==> src/rtl/bus_pkg.sv <==
// Shared types and helpers for the strobe-bus master and its cycle counter.
package bus_pkg;

  typedef enum logic [1:0] {
    IDLE   = 2'b00,
    ACCESS = 2'b01,
    GAP    = 2'b10
  } bus_state_t;

  localparam logic OP_RD = 1'b0;
  localparam logic OP_WR = 1'b1;

  // Wide enough to hold ACCESS_CYC-1 and IDLE_CYC-1, never narrower than 1 bit.
  function automatic int cnt_width(input int acc_cyc, input int idle_cyc);
    int m;
    m = (acc_cyc > idle_cyc) ? acc_cyc : idle_cyc;
    if (m < 2) m = 2;
    return $clog2(m);
  endfunction

endpackage

==> src/rtl/bus_cycle_cnt.sv <==
// Loadable down-counter that saturates at zero; shared by the access and gap phases.
// Load wins over decrement; zero reflects the registered count, no backpressure.
module bus_cycle_cnt #(
  parameter int W = 2
) (
  input  logic         clk,
  input  logic         rst_n,
  input  logic         load,
  input  logic [W-1:0] load_val,
  output logic         zero
);

  logic [W-1:0] cnt;

  always_ff @(posedge clk or negedge rst_n) begin
    if (!rst_n) begin
      cnt <= '0;
    end else if (load) begin
      cnt <= load_val;
    end else if (cnt != '0) begin
      cnt <= cnt - W'(1);
    end
  end

  assign zero = (cnt == '0);

endmodule

==> src/rtl/bus_master_ctrl.sv <==
// Single-transaction master for the active-low cs/wr/rd strobe bus, reads and writes.
// Bus active 1 cycle after handshake for ACCESS_CYC cycles; req_ready low until access and gap finish.
module bus_master_ctrl
  import bus_pkg::*;
#(
  parameter int ADDR_W     = 32,
  parameter int DATA_W     = 32,
  parameter int ACCESS_CYC = 3,
  parameter int IDLE_CYC   = 1
) (
  input  logic              clk,
  input  logic              rst_n,
  input  logic              req_valid,
  output logic              req_ready,
  input  logic              req_wr,
  input  logic [ADDR_W-1:0] req_addr,
  input  logic [DATA_W-1:0] req_wdata,
  output logic              rsp_valid,
  output logic [DATA_W-1:0] rsp_rdata,
  output logic              busy,
  output logic              cs_n,
  output logic              wr_n,
  output logic              rd_n,
  output logic [ADDR_W-1:0] bus_addr,
  output logic [DATA_W-1:0] bus_wdata,
  input  logic [DATA_W-1:0] bus_rdata
);

  localparam int            CW      = cnt_width(ACCESS_CYC, IDLE_CYC);
  localparam logic [CW-1:0] ACC_LD  = CW'(ACCESS_CYC - 1);
  localparam logic [CW-1:0] GAP_LD  = CW'((IDLE_CYC > 0) ? IDLE_CYC - 1 : 0);
  localparam bit            HAS_GAP = (IDLE_CYC > 0);

  if (ACCESS_CYC < 1) begin : g_bad_access_cyc
    $error("bus_master_ctrl: ACCESS_CYC must be >= 1");
  end
  if (IDLE_CYC < 0) begin : g_bad_idle_cyc
    $error("bus_master_ctrl: IDLE_CYC must be >= 0");
  end

  bus_state_t    state;
  logic          accept;
  logic          access_done;
  logic          cnt_load;
  logic [CW-1:0] cnt_val;
  logic          cnt_zero;

  assign req_ready   = (state == IDLE);
  assign busy        = (state != IDLE);
  assign accept      = req_valid & req_ready;
  assign access_done = (state == ACCESS) & cnt_zero;
  assign cnt_load    = accept | (access_done & HAS_GAP);
  assign cnt_val     = accept ? ACC_LD : GAP_LD;

  bus_cycle_cnt #(.W(CW)) u_cnt (
    .clk      (clk),
    .rst_n    (rst_n),
    .load     (cnt_load),
    .load_val (cnt_val),
    .zero     (cnt_zero)
  );

  always_ff @(posedge clk or negedge rst_n) begin
    if (!rst_n) begin
      state     <= IDLE;
      cs_n      <= 1'b1;
      wr_n      <= 1'b1;
      rd_n      <= 1'b1;
      bus_addr  <= '0;
      bus_wdata <= '0;
      rsp_valid <= 1'b0;
      rsp_rdata <= '0;
    end else begin
      rsp_valid <= 1'b0;
      case (state)
        IDLE: begin
          if (req_valid) begin
            state     <= ACCESS;
            cs_n      <= 1'b0;
            wr_n      <= ~req_wr;
            rd_n      <= req_wr;
            bus_addr  <= req_addr;
            bus_wdata <= (req_wr == OP_WR) ? req_wdata : '0;
          end
        end
        ACCESS: begin
          if (cnt_zero) begin
            // rd_n still low here identifies the finishing access as a read
            if (!rd_n) rsp_rdata <= bus_rdata;
            rsp_valid <= 1'b1;
            cs_n      <= 1'b1;
            wr_n      <= 1'b1;
            rd_n      <= 1'b1;
            bus_addr  <= '0;
            bus_wdata <= '0;
            state     <= HAS_GAP ? GAP : IDLE;
          end
        end
        GAP: begin
          if (cnt_zero) state <= IDLE;
        end
        default: state <= IDLE;
      endcase
    end
  end

endmodule

==> config.mk <==
export PLATFORM = sky130hd
export DESIGN_NAME = bus_master_ctrl
export DESIGN_NICKNAME = d
export VERILOG_FILES = /design/src/rtl/bus_pkg.sv /design/src/rtl/bus_cycle_cnt.sv /design/src/rtl/bus_master_ctrl.sv
export SDC_FILE = /design/constraint.sdc
export NUM_CORES = 1
export LEC_CHECK = 0
export BUFFER_PORTS_ARGS = -buffer_cell sky130_fd_sc_hd__buf_4
export CAP_MARGIN = 10
export CORE_ASPECT_RATIO = 0.6
export CORE_UTILIZATION = 40
export DETAILED_ROUTE_END_ITERATION = 6
export GPL_ROUTABILITY_DRIVEN = 0
export PLACE_DENSITY_LB_ADDON = 0.25
export SYNTH_ARGS = -nofsm -noshare
export SYNTH_HDL_FRONTEND = slang
export SYNTH_HIERARCHICAL = 1
export SYNTH_SLANG_ARGS = --single-unit
==> constraint.sdc <==
create_clock -name clk -period 2.1 [get_ports clk]
set_clock_uncertainty 0.1 [all_clocks]
set_input_delay 0.21 -clock clk [delete_from_list [all_inputs] [get_ports clk]]
set_output_delay 0.21 -clock clk [all_outputs]
set_load 0.02 [all_outputs]
=== Word level (Yosys, flattened, before mapping) ===
Cells that the tools add are included.

* Input port bits: 100
* Register bits after elaboration: 104
* Output and inout port bits: 102
* Word-level logic and storage cells: 51

* Reduce and logical (&&, ||, !) cells: 9
* Bitwise operators: 5
* Equality and inequality tests: 5
* Mux-type cells: 22
* $add $sub $neg: 1

{| class="wikitable"
|+ Operators by type and width
! kind !! count
|-
| 32-bit two-way mux || 4
|-
| 32-bit case mux with 2 select lines || 2
|-
| 2-bit two-way mux || 6
|-
| 3-bit AND reduction || 3
|-
| 2-bit nonzero test || 4
|-
| 1-bit two-way mux || 6
|-
| 2-bit inequality test, second input constant || 3
|-
| 1-bit case mux with 2 select lines || 3
|-
| 2-bit case mux with 3 select lines || 1
|-
| 2-bit logical NOT || 2
|-
| 1-bit bitwise AND || 2
|-
| 2-bit by 1-bit == test with 1-bit output, second input constant || 1
|-
| 2-bit == test, second input constant || 1
|-
| 1-bit inverter || 2
|-
| 2-bit by 1-bit subtractor with 2-bit output, second input constant || 1
|-
| 1-bit bitwise OR || 1
|}

=== Depth between registers and ports, before layout ===
* Depth in word-level cells: 4
* Depth in mapped cells: 10
* Gate-level depth less buffers: 8

=== By module ===
Netlist, hierarchy kept.

{| class="wikitable"
|+ By module, submodules not included
! module !! seq. area each (um2) !! cells an instance !! area an instance (um2) !! times used
|-
| bus_master_ctrl || 2556.2 || 237 || 3713.6 || 1
|-
| bus_cycle_cnt || 50.0 || 12 || 113.9 || 1
|}

=== Least setup slack after synthesis ===
OpenSTA, ideal clock, no wires.

* Path type: reg2reg
* From: register u_cnt.cnt[0]
* To: register u_cnt.cnt[1]
* Cell stages (with the launch flop): 11
* Path buffers: 2
* Data arrival time: 1.623 ns
* Clock period less this slack: 1.847 ns
* Library setup time: 0.124 ns
* Slack: 0.253 ns
* Data required time: 1.876 ns
* Cell sequence: dfrtp_1 > inv_1 > ha_1 > nand3b_1 > inv_2 > nor2_1 > buf_6 > buf_4 > inv_1 > or2b_1 > o31a_1

* Cells in the longest elaborated chain, start to end: 4
* Elaborated cells on any way between the ends: 8
* Classes of those cells: 1 x add/sub; 2 x mux; 2 x bitwise; 3 x reduce/logical

{| class="wikitable"
|+ RTL lines
! item !! line !! RTL
|-
| from (decl) || bus_cycle_cnt.sv:13 || <nowiki>logic [W-1:0] cnt;</nowiki>
|-
| from (signal assigned) || bus_cycle_cnt.sv:19 || <nowiki>cnt <= load_val;</nowiki>
|-
| from (signal assigned) || bus_cycle_cnt.sv:21 || <nowiki>cnt <= cnt - W'(1);</nowiki>
|-
| 2-bit logical NOT * || bus_cycle_cnt.sv:25 || <nowiki>assign zero = (cnt == '0);</nowiki>
|-
| named net cnt_zero || bus_master_ctrl.sv:46 || <nowiki>logic cnt_zero;</nowiki>
|-
| 1-bit bitwise AND * || bus_master_ctrl.sv:51 || <nowiki>assign access_done = (state == ACCESS) & cnt_zero;</nowiki>
|-
| named net access_done || bus_master_ctrl.sv:43 || <nowiki>logic access_done;</nowiki>
|-
| 1-bit bitwise OR * || bus_master_ctrl.sv:52 || <nowiki>assign cnt_load = accept | (access_done & HAS_GAP);</nowiki>
|-
| named net cnt_load || bus_master_ctrl.sv:44 || <nowiki>logic cnt_load;</nowiki>
|-
| 2-bit two-way mux or 2-bit nonzero test (tied branches) || -- ||
|}

The timed path passes the listed nets; every way through them passes the cells marked *. The select of a mux whose other input is x is not followed.
A chain may end at the register's enable or synchronous reset.

=== Worst setup path after layout ===
Same ends and word-level chain as after synthesis.

==> flow_summary.toml <==
[synth]
postSynthCellCount = 249
ys_seq_area_share_pct = 68.1
syn_avg_cell_area_sq_um = 15.4
synth_cell_types = 27
synth_edf_count = 0
yosys_warnings = 6
synth-seq-cells = 104
synthFlopType = "dfrtp_1"
syn_area_sq_mm = 0.00383
synth_nets = 350
synth-async-reset-ratio_pct = 100

[routing]
vias_per_cell = 4.90
drcViolationCount = 0
highest_layer = "met4"
detail-route-antenna-nets = 0
vias = 3319
routed_wl_mm = 11.7
routedWlPerCell_um = 17.3
first_iter_violations = 121
first_pass_iters = 4
wl_met3_um = 837
met1Wirelength_mm = 4.72
met2_length_mm = 6.02

[setup_path]
critPathLaunchType = "register"
cp-end-kind = "register"
cp_slowest_cell = "nor2_4"
critPathRequiredTime_ns = 2.23
cp_common_cell = "inv_1"
slowest_delay_ns = 0.45
r2r_cells = 7
reg2reg_to = "u_cnt/cnt[1]$_DFFE_PN0P_"
crit_arrival_ns = 2.13
reg2reg_from = "u_cnt/cnt[0]$_DFFE_PN0P_"
cp_cell_sequence = "inv_1 -> ha_1 -> nand3b_1 -> inv_2 -> nor2_4 -> inv_1 -> o31a_1"
crit_type = "reg -> reg"
r2r_slack_ns = 0.10
path_max_fanout = 20

[die]
ios = 202
row_count = 27
die_w_um = 128
die_area_sq_mm = 0.00998
die_y_um = 77.8
coreArea_sq_mm = 0.00922
start_util_pct = 41.5

[timing]
setup_tns_ns = 0
maxSlewHeadroom_pct = 42.8
hold_viol = 0
period_needed_ns = 2.00
setup_viol = 0
fmax_ghz = 0.500
rsz0062_at_grt = "no"
worst_slew_pin_slew_ns = 0.857
timing.final.crit_share_pct = 95.2
slew_violations = 0
hold_slack_ns = 0.0102

[cts]
cts_tree = "yes"
cts_buffer_depth = 2
cts_num_sinks = 104
post_cts_buffers = 0
cts_made_buffers = 9
clockRootBuffer = "clkbuf_16"
clock_latency_ns = 0.34
htree_levels = 3
cts.clk_slew.worst_paths_ns = 0.07

[global_route]
grt-ovfl-total = 0
grt_max_degree = 44
grt_antenna_before_repair = 0
grt_pass1_vias = 3496
grt.total_usage_pct = 24.0
grt_pass1_wl_mm = 18.1

[outcome]
outcome = "finished clean"

[cells_and_area]
seq_area_sq_mm = 0.00261
multi_input_area_sq_mm = 0.00109
drive_above_1_share_pct = 48.4
fill_cells = 621
antennaDiodeCount = 0
area.growth.synth_to_final_pct = 75.2
final_core_utilization_pct = 72.7
nNetsFinal = 643

[run]
drv_cap = 0

[hold_path]
worstHoldPathCells = 2
hold_start = "req_addr[8]"
hold_path_end = "bus_addr[8]$_DFFE_PN0P_"
hold_path_class = "in -> reg"

[power]
p_leak_uw = 0.00335
power_density_mw_per_mm2 = 1500
ir_drop_mv = 0.877

[placed_design]
portBuffers = 201
dpl.hpwl_mm = 6.83
[flip-flops by register name (all words and copies together) (netlist names)]
signal and count:
bus_addr 32, bus_wdata 32, rsp_rdata 32, state 2, u_cnt/cnt 2, cs_n 1
rd_n 1, rsp_valid 1, wr_n 1
[timing repair]
action                                  4_1_cts  5_1_grt
gates cloned                                  1        0
endpoints found under the hold margin       147        3
hold buffers                                 85        3
gates resized for setup                       0        0
pin swaps                                     1        1
endpoints found under the setup margin       29        1
[area by class of cell]
type | instances | share of cell area [%]
clock buffer | 9 | 3.36
clock inverter | 7 | 1.18
inverter | 7 | 0.392
multi-input combinational | 121 | 16.3
sequential | 104 | 38.9
tap | 130 | 2.43
timing repair buffer | 299 | 37.5
[layer usage]
metal,track usage [%],vias up
met5,0,-
met4,6.24,0
met1,28.2,1675
met2,42.6,135
met3,7.45,14
li1,-,1495
[worst max-delay path, delay by kind of cell (launching register included)]
family	cells	cell delay, ns
AND/OR/NAND/NOR	2	0.59
AO/OA/AOI/OAI	1	0.32
adder cells (fa/ha/maj)	1	0.21
buffers and inverters	3	0.31
flip-flops	1	0.36
[cells in the mapped netlist (2+ instances only)]
master	count	area (sq um)
buf_4	7	52.6
buf_2	6	30.0
o21ai_0	3	15.0
dfstp_2	3	78.8
buf_6	3	33.8
mux2_1	2	22.5
a22o_1	64	561
inv_1	6	22.5
mux2_2	30	338
dfrtp_1	101	2530
nor2_1	6	22.5
and2_1	2	12.5
clkbuf_1	2	7.51
[where the power goes]
group / switching, uW / internal, uW
logic: 2520 / 2320
registers: 569 / 2960
clock network: 756 / 939
[worst max path at each step]
stage / start / end / slack (ns)
finish: u_cnt/cnt[0]$_DFFE_PN0P_ / u_cnt/cnt[1]$_DFFE_PN0P_ / 0.10
global route: u_cnt/cnt[0]$_DFFE_PN0P_ / u_cnt/cnt[1]$_DFFE_PN0P_ / 0.004
CTS: u_cnt/cnt[0]$_DFFE_PN0P_ / u_cnt/cnt[1]$_DFFE_PN0P_ / 0.06
detailed placement: u_cnt/cnt[0]$_DFFE_PN0P_ / u_cnt/cnt[1]$_DFFE_PN0P_ / -0.17
global placement: u_cnt/cnt[0]$_DFFE_PN0P_ / u_cnt/cnt[1]$_DFFE_PN0P_ / -0.07
floorplan: u_cnt/cnt[0]$_DFFE_PN0P_ / u_cnt/cnt[1]$_DFFE_PN0P_ / 0.25
[cells by family (layout without fill, tap and decap cells)]
| group | count (synthesis) | in the layout | share of synthesized area (%) |
|---|---|---|---|
| flops | 104 | 104 | 68.1 |
| compound gates | 69 | 69 | 15.5 |
| mux | 33 | 33 | 9.68 |
| buf+inv | 25 | 322 | 3.92 |
| simple gates | 15 | 16 | 2.19 |
| fa+ha+maj | 1 | 1 | 0.327 |
| other cells | 1 | 1 | 0.0980 |
| xor+xnor | 1 | 1 | 0.229 |
[layout by cell type, fill, tap and decap left out, drive strengths merged, types with 2 or more instances in the layout]
| cell type | n |
|---|---|
| buf | 211 |
| dfrtp | 101 |
| dlygate4sd3 | 88 |
| a22o | 64 |
| mux2 | 32 |
| inv | 10 |
| clkbuf | 9 |
| nor2 | 8 |
| o21ai | 3 |
| dfstp | 3 |
| and2 | 2 |
| clkinvlp | 2 |
[per-stage QoR]
step                power (uW)  instances  instance area (sq um)  worst slack, ns
CTS                      10100        674                   6680           0.0566
floorplan                 6120        249                   3830            0.253
global route             10600        677                   6710          0.00384
global placement          8090        572                   5510          -0.0689
detailed placement        8190        572                   5510           -0.167
finish                   10100        677                   6710            0.100
Note: power is estimated with default switching activity, not from simulation.
